`src/rtl/multdiv_iter.sv`:
```
// rtl/multdiv_iter.sv - iterative signed multiplier/divider, one step per cycle over WIDTH cycles
// Both ops work on operand magnitudes in a shared {hi, lo} register; the sign is applied at the last step.
module multdiv_iter #(
  parameter int WIDTH = 32
) (
  input  logic             clk,
  input  logic             reset,
  input  logic [WIDTH-1:0] data_operandA,
  input  logic [WIDTH-1:0] data_operandB,
  input  logic             ctrl_MULT,
  input  logic             ctrl_DIV,
  output logic [WIDTH-1:0] data_result,
  output logic             data_exception,
  output logic             data_resultRDY
);

  localparam int CW = $clog2(WIDTH) + 1;

  typedef enum logic [1:0] {IDLE, RUN, DONE} state_t;

  state_t state, state_next;

  logic [CW-1:0]      count;
  logic               is_div, neg;
  logic [WIDTH:0]     hi;
  logic [WIDTH-1:0]   lo, mag;
  logic               start, last, div_zero;

  logic [WIDTH:0]     add_sum, rem_sh, rem_sub, hi_next;
  logic               rem_ge;
  logic [WIDTH-1:0]   lo_next, quot;
  logic [2*WIDTH-1:0] prod_mag, prod;
  logic               mul_ovf, div_ovf;

  function automatic logic [WIDTH-1:0] mag_of(input logic [WIDTH-1:0] v);
    return v[WIDTH-1] ? -v : v;
  endfunction

  assign start    = ctrl_MULT | ctrl_DIV;
  assign div_zero = is_div && (mag == '0);
  assign last     = (count == CW'(WIDTH - 1)) || div_zero;

  always_ff @(posedge clk or negedge reset) begin
    if (!reset) state <= IDLE;
    else        state <= state_next;
  end

  always_comb begin
    state_next     = state;
    data_resultRDY = 1'b0;
    case (state)
      IDLE: if (start) state_next = RUN;
      RUN:  if (last) state_next = DONE;
      DONE: begin
        data_resultRDY = 1'b1;
        state_next     = start ? RUN : IDLE;
      end
      default: state_next = IDLE;
    endcase
  end

  // Multiply: shift-add with lo holding the multiplier. Divide: restoring, lo collects quotient bits.
  always_comb begin
    add_sum = hi + (lo[0] ? {1'b0, mag} : '0);
    rem_sh  = {hi[WIDTH-1:0], lo[WIDTH-1]};
    rem_sub = rem_sh - {1'b0, mag};
    rem_ge  = (rem_sh >= {1'b0, mag});
    hi_next = '0;
    lo_next = '0;
    if (is_div) begin
      hi_next = rem_ge ? rem_sub : rem_sh;
      lo_next = {lo[WIDTH-2:0], rem_ge};
    end else begin
      hi_next = {1'b0, add_sum[WIDTH:1]};
      lo_next = {add_sum[0], lo[WIDTH-1:1]};
    end
  end

  always_comb begin
    prod_mag = {hi_next[WIDTH-1:0], lo_next};
    prod     = neg ? -prod_mag : prod_mag;
    quot     = neg ? -lo_next : lo_next;
    mul_ovf  = !((&prod[2*WIDTH-1:WIDTH-1]) || !(|prod[2*WIDTH-1:WIDTH-1]));
    // Quotient magnitude tops out at 2^(WIDTH-1); only the positive case overflows.
    div_ovf  = !neg && lo_next[WIDTH-1];
  end

  always_ff @(posedge clk or negedge reset) begin
    if (!reset) begin
      count          <= '0;
      hi             <= '0;
      lo             <= '0;
      mag            <= '0;
      is_div         <= 1'b0;
      neg            <= 1'b0;
      data_result    <= '0;
      data_exception <= 1'b0;
    end else if (start && state != RUN) begin
      count  <= '0;
      hi     <= '0;
      is_div <= !ctrl_MULT;
      neg    <= data_operandA[WIDTH-1] ^ data_operandB[WIDTH-1];
      mag    <= ctrl_MULT ? mag_of(data_operandA) : mag_of(data_operandB);
      lo     <= ctrl_MULT ? mag_of(data_operandB) : mag_of(data_operandA);
    end else if (state == RUN) begin
      hi <= hi_next;
      lo <= lo_next;
      if (!last) count <= count + 1'b1;
      if (div_zero) begin
        data_result    <= '0;
        data_exception <= 1'b1;
      end else if (last) begin
        data_result    <= is_div ? quot : prod[WIDTH-1:0];
        data_exception <= is_div ? div_ovf : mul_ovf;
      end
    end
  end

endmodule

```
`config.mk`:
```
export PLATFORM = sky130hd
export DESIGN_NAME = multdiv_iter
export DESIGN_NICKNAME = d
export VERILOG_FILES = /design/src/rtl/multdiv_iter.sv
export SDC_FILE = /design/constraint.sdc
export NUM_CORES = 1
export LEC_CHECK = 0
export CAP_MARGIN = 20
export CORE_MARGIN = 2
export CORE_UTILIZATION = 56
export CTS_CLUSTER_DIAMETER = 150
export DETAILED_ROUTE_END_ITERATION = 6
export DONT_BUFFER_PORTS = 1
export PLACE_DENSITY = 0.75
export SLEW_MARGIN = 20
export SYNTH_ARGS = -nofsm -noshare
export SYNTH_HDL_FRONTEND = slang
export SYNTH_SLANG_ARGS = --single-unit
```
`constraint.sdc`:
```
create_clock -name clk -period 8.8 [get_ports clk]
set_clock_uncertainty 0.1 [all_clocks]
set_input_delay 2.2 -clock clk [delete_from_list [all_inputs] [get_ports clk]]
set_output_delay 2.2 -clock clk [all_outputs]
set_load 0.05 [all_outputs]
```
==> results of run 1 <==
==> cells in the mapped netlist (8+ instances only) <==
library cell / n / area (um^2)
xnor2_1: 59 / 517
dfrtp_1: 140 / 3500
nand4_1: 33 / 206
or4_1: 18 / 135
inv_1: 69 / 259
a22o_1: 22 / 193
nand2b_1: 15 / 93.8
mux2i_1: 34 / 340
nor2b_1: 9 / 56.3
or3_1: 29 / 181
a211o_1: 8 / 70.1
a31oi_1: 13 / 81.3
o21ai_0: 148 / 741
and3_1: 8 / 50.1
a221oi_1: 13 / 114
a21oi_1: 145 / 726
nand3_1: 41 / 205
a22oi_1: 27 / 203
ha_1: 68 / 851
o21a_1: 16 / 120
nor2_1: 122 / 458
o21bai_1: 13 / 97.6
or2_2: 14 / 87.6
o22a_1: 15 / 131
mux2_2: 12 / 135
a211oi_1: 28 / 210
o31ai_1: 39 / 293
xor2_1: 86 / 753
a21o_1: 27 / 203
nor4_1: 24 / 150
buf_1: 11 / 41.3
nor3_1: 59 / 295
buf_2: 12 / 60.1
o211ai_1: 23 / 173
and2_1: 48 / 300
o22ai_1: 15 / 93.8
clkbuf_1: 80 / 300
o41ai_1: 14 / 123
o221ai_1: 14 / 123
nand2_1: 211 / 792
==> per-layer routing <==
layer  vias up  routed length [um]  part of all wire [%]
met4         2                2910                   5.0
met1      7514               23700                    41
met5         -                  13                 0.022
met2       907               26100                    45
met3       151                5250                   9.1
li1       7000                   -                     -
==> layout make-up <==
cell class,count,share of cell area [%]
sequential,140,22.8
clock buffer,17,2.76
inverter,69,1.68
timing repair buffer,25,1.22
multi-input combinational,1587,67.9
clock inverter,15,0.942
tap,335,2.72
==> flip-flops by register name, summed over array words and instances, names as in the netlist <==
name and flops:
data_result 32, mag 32, lo 32, data_exception 1
state 2, is_div 1, hi 33, neg 1
count 6
==> metrics by stage <==
stage | instance area, um^2 | setup slack, ns | hold WS [ns]
global route | 15400 | 1.17 | 0.464
CTS | 15400 | 1.71 | 0.442
global placement | 14800 | 1.90 | 0.419
detailed placement | 14800 | 1.70 | 0.422
finish | 15400 | 1.53 | 0.444
floorplan | 14700 | 2.03 | 0.377
==> logic make-up after synthesis <==
logic type,count (synthesis),share of synthesized area (%)
adder cells (fa/ha/maj),70,6.07
XOR/XNOR,145,8.66
flip-flops,140,23.9
multiplexers,46,3.24
buffers and inverters,179,5.02
AO/OA/AOI/OAI,661,30.3
AND/OR/NAND/NOR,665,22.8
==> tightest hold or removal path, cell delays in order (launching register included) <==
cell and delay (ns):
dfrtp_1 0.37, nand3_1 0.08, nand2_1 0.07
==> placed cells by master, fill, tap and decap left out, types with 15 or more instances in the layout <==
| master | count |
|---|---|
| ha_1 | 68 |
| nand4_1 | 33 |
| a22o_1 | 22 |
| a211oi_1 | 28 |
| clkbuf_16 | 17 |
| o31ai_1 | 39 |
| o21ai_0 | 148 |
| a21o_1 | 27 |
| o22a_1 | 15 |
| and2_1 | 48 |
| inv_1 | 69 |
| buf_4 | 25 |
| nor3_1 | 58 |
| dfrtp_1 | 138 |
| or3_1 | 29 |
| o22ai_1 | 15 |
| or4_1 | 18 |
| mux2i_1 | 34 |
| xor2_1 | 86 |
| nor4_1 | 24 |
| nor2_1 | 121 |
| a21oi_1 | 145 |
| o21a_1 | 16 |
| o211ai_1 | 23 |
| nand2_1 | 211 |
| xnor2_1 | 59 |
| nand3_1 | 41 |
| a22oi_1 | 27 |
==> worst paths after layout <==
path | end | slack (ns) | startpoint | cells after the start
worst max-delay path | data_exception | 1.53 | mag[14] | 21
worst min-delay path | count[1] | 0.44 | count[1] | 2
min in group asynchronous | data_result[31] | 1.33 | reset | 0
worst min register to register | count[1] | 0.44 | count[1] | 2
worst max register to register | data_exception | 1.53 | mag[14] | 21
max in group asynchronous | neg | 6.99 | reset | 0
==> results.yml, run 1 <==
floorplanning:
  initial_utilization_pct: 56.6
  ios: 102
  fp.dieH_um: 166
  die_w_um: 166
  core_area_um2: 25900
  std_cell_rows: 59
  die-area_um2: 27500
grt:
  grtUsageTotal_pct: 41.5
  grt_max_degree: 141
  grt-ovfl-total: 0
  met1_usage_pct: 55.0
  top_usage_layer: "met2"
  grtUsageMet3_pct: 8.10
  grt_pass1_wl_mm: 88.7
  antenna_found_initial: 1
  grt_pass1_vias: 14500
  grt_util_met2_pct: 65.4
timing:
  finalSetupTns_ns: 0
  relSlewSlack_pct: 23.4
  fmax_ghz: 0.138
  drv_slew: 0
  fin_crit_ns: 7.27
  setup_viol: 0
  fin_crit_sh_pct: 82.6
  worst_pin_slew_ns: 1.14
  hold_viol_final: 0
  rsz0062_at_grt: "no"
synthesis:
  ys_async_sr_fraction_pct: 100
  ys_ff_latch: 140
  syn_area_um2: 14700
  yosysSeqAreaShare_pct: 23.9
  synth_nets: 2044
  syn_area_per_cell_um2: 7.70
  synth_flop_cell: "dfrtp_1"
  synth_edf_count: 0
  ys_warn_count: 0
  synth_cells: 1906
  synthDistinctLibCells: 93
layout:
  n_fill_cell: 2420
  nNetsFinal: 1978
  fin_util_pct: 59.4
  final_cells: 2188
  drive_above_1_share_pct: 6.10
  area_delta_synth_final_pct: 5.01
  seq_area_um2: 3510
  multi_input_area_um2: 10500
  diodes: 0
critical_path:
  worstSetupEndpointType: "flop"
  cp_cell_sequence: "inv_1 > ha_1 > a21oi_1 > o211ai_1 > nand4_1 > a31o_1 > a31oi_1 > inv_1 > ha_1 > o211ai_2 > or4_4 > or4b_4 > or3_4 > or2_2 > or3_1 > or2_2 > or4b_1 > a31oi_1 > nand4_1 > o21ai_1 > a31oi_1"
  cpMostUsedCell: "a31oi_1"
  crit_arrival_ns: 7.51
  worst-setup-path-type: "reg2reg"
  worstPathMaxFanout: 18
  cp.buffers_inverters: 2
  crit_slowest_cell: "a31o_1"
  cp_top_family: "simple AND/OR/NAND/NOR gates"
  worstPathRequired_ns: 9.03
  critPathMaxStageDelay_ns: 0.83
  start_kind: "flop"
drt:
  drt-initial-drc-count: 2078
  wl_per_cell_um: 26.5
  remaining_drc_errors: 0
  dr_total_vias: 15600
  drt-total-wl_mm: 57.9
  avgViaCountPerCell: 7.12
  ant_nets: 0
  dr.pass1.iters: 6
place:
  portBuffers: 0
  gp_congestion: 0.998
  dp.cells: 2156
  dp_hpwl_mm: 44.5
clock_network:
  clk_path_buf_depth: 2
  holdBufCountCts: 0
  cts_setup_buffers: 0
  post_cts_resized: 0
  clkTransAtPathRegs_ns: 0.08
  clk_latency_ns: 0.45
  tritoncts: "yes"
  clock-root-buffer: "clkbuf_16"
  cts.sinks: 140
  cts_buffers: 17
  h-tree-depth: 4
run_status:
  run_status: "finished, final reports clean"
job:
  cap_violations: 0
hold_path:
  hp-class: "reg2reg"
Power of run 1 is not shown: default switching activity piles up to over one toggle a cycle in this logic, so the estimate is an artifact.
==> run 2, diff against run 1 <==
- PLACE_DENSITY: 0.75 -> 0.78
- clock period: 8.8 -> 6.6 ns (I/O delays scaled with it)
==> run 2 against run 1 <==
Against the previous run: the flow now finishes with violations (DRC); global-route usage decreased by 1.0 points; worst setup slack got worse by 1.4 ns; non-clock buffer count increased by 23; sequential share of layout area down 0.31 points; via count increased by 1.5%; critical path depth is 1 higher; routed wire length shrank 1.8%; final cell count is 1.1% higher; worst hold slack worse by 0.0024 ns.
==> results.yml, run 2 (synthesis gave the netlist of run 1 again) <==
grt:
  grtUsageTotal_pct: 40.4
  grt-ovfl-total: 0
  grt_pass1_vias: 14800
  antenna_found_initial: 1
  grt_pass1_wl_mm: 87.2
  grt_max_degree: 141
timing:
  setup_viol: 0
  worst_pin_slew_ns: 1.07
  fin_crit_sh_pct: 97.5
  drv_slew: 0
  relSlewSlack_pct: 28.3
  rsz0062_at_grt: "no"
  fin_crit_ns: 6.44
  fmax_ghz: 0.155
  hold_viol_final: 0
  finalSetupTns_ns: 0
  hold_slack_ns: 0.442
critical_path:
  cp_cell_sequence: "inv_1 > ha_1 > nand4_1 > nor4_1 > a41oi_2 > and3_1 > a31oi_1 > inv_1 > ha_1 > o211ai_2 > or4_4 > or4b_4 > or3_4 > nor4_4 > nand2_1 > or3_1 > nor4_4 > mux2i_1 > a2111oi_1 > o2111ai_1 > o21ai_1 > a31oi_1"
  start_kind: "flop"
  worstPathMaxFanout: 7
  crit_slowest_cell: "or4b_4"
  cp_top_family: "simple AND/OR/NAND/NOR gates"
  crit_arrival_ns: 6.65
  reg2reg_slack_ns: 0.16
  worstPathRequired_ns: 6.81
  cp.buffers_inverters: 2
  worst-setup-path-type: "reg2reg"
  critPathMaxStageDelay_ns: 0.58
  worstSetupEndpointType: "flop"
layout:
  final_cell_mix: "210 x nand2_1, 148 x o21ai_0, 142 x a21oi_1"
  drive_above_1_share_pct: 7.57
  area_delta_synth_final_pct: 6.47
  final_common_cell: "nand2_1"
  nNetsFinal: 2001
  regMostFlops: "hi"
  n_fill_cell: 2333
  largest_register_ffs: 33
run_status:
  violations: "DRC"
  run_status: "finished, violations left"
place:
  portBuffers: 0
  gp_congestion: 1.10
  dp_hpwl_mm: 43.8
floorplanning:
  fp.dieH_um: 166
  initial_utilization_pct: 56.6
  die_w_um: 166
  core_area_um2: 25900
  std_cell_rows: 59
  ios: 102
  die-area_um2: 27500
clock_network:
  cts_buffers: 17
  clk_latency_ns: 0.44
  cts.sinks: 140
  tritoncts: "yes"
  clkTransAtPathRegs_ns: 0.07
  clock-root-buffer: "clkbuf_16"
  clk_path_buf_depth: 2
  holdBufCountCts: 0
  h-tree-depth: 4
drt:
  avgViaCountPerCell: 7.14
  drt-total-wl_mm: 56.9
  drt-initial-drc-count: 2162
  ant_nets: 0
  remaining_drc_errors: 1
  wl_per_cell_um: 25.7
  dr_total_vias: 15800
  dr.pass1.iters: 7
hold_path:
  hp-class: "reg2reg"
job:
  cap_violations: 0
run 2: cell types whose count changed in the layout (fill, tap and decap cells not counted), sizes merged:
cell    delta
diode      +1
clkbuf     +1
buf       +23
bufinv     +1
inv        -2
run 2: layer usage:
layer	GRT usage [%]	wire (um)	vias up
met3	8.60	6610	193
met1	54.4	22400	7513
met4	20.8	3180	2
met2	61.5	24600	1037
met5	0	13	-
li1	-	-	7056
run 2: repair_timing:
action	in CTS	in global routing
setup endpoints to repair	0	1
buffers inserted	0	1
resized for setup	0	8
run 2: through the flow:
stage | utilization [%] | instance area [um^2] | worst slack (ns) | instances
after floorplan | - | 14700 | 0.0414 | 1906
after global placement | 57.9 | 15000 | 0.417 | 2178
after detailed placement | 57.9 | 15000 | 0.290 | 2178
after CTS | 60.1 | 15600 | 0.258 | 2210
after global routing | 60.3 | 15600 | 0.00192 | 2211
final | 60.3 | 15600 | 0.163 | 2212
run 2: area by class of cell:
cell class | instances | area (um^2) | area share [%]
antenna | 1 | 2.50 | 0.0160
clock buffer | 18 | 429 | 2.75
clock inverter | 14 | 151 | 0.969
inverter | 69 | 259 | 1.66
multi-input combinational | 1587 | 10500 | 67.2
sequential | 140 | 3510 | 22.5
tap | 335 | 419 | 2.68
timing repair buffer | 48 | 360 | 2.31
run 2: final timing paths:
| check | startpoint | end | cells past startpoint |
|---|---|---|---|
| max | mag[8] | data_exception | 22 |
| min in group asynchronous | reset | data_result[31] | 0 |
| min | count[0] | count[0] | 1 |
| min reg2reg | count[0] | count[0] | 1 |
| max in group asynchronous | reset | mag[14] | 0 |
| max reg2reg | mag[8] | data_exception | 22 |
Power of run 2 is left out for the same reason.
==> run 3, diff against run 2 <==
- CAP_MARGIN: 20 -> unset
==> results of run 3 <==
No change in the layout: final DEF, timing and power equal those of run 2.
Power of run 3 is left out for the same reason.
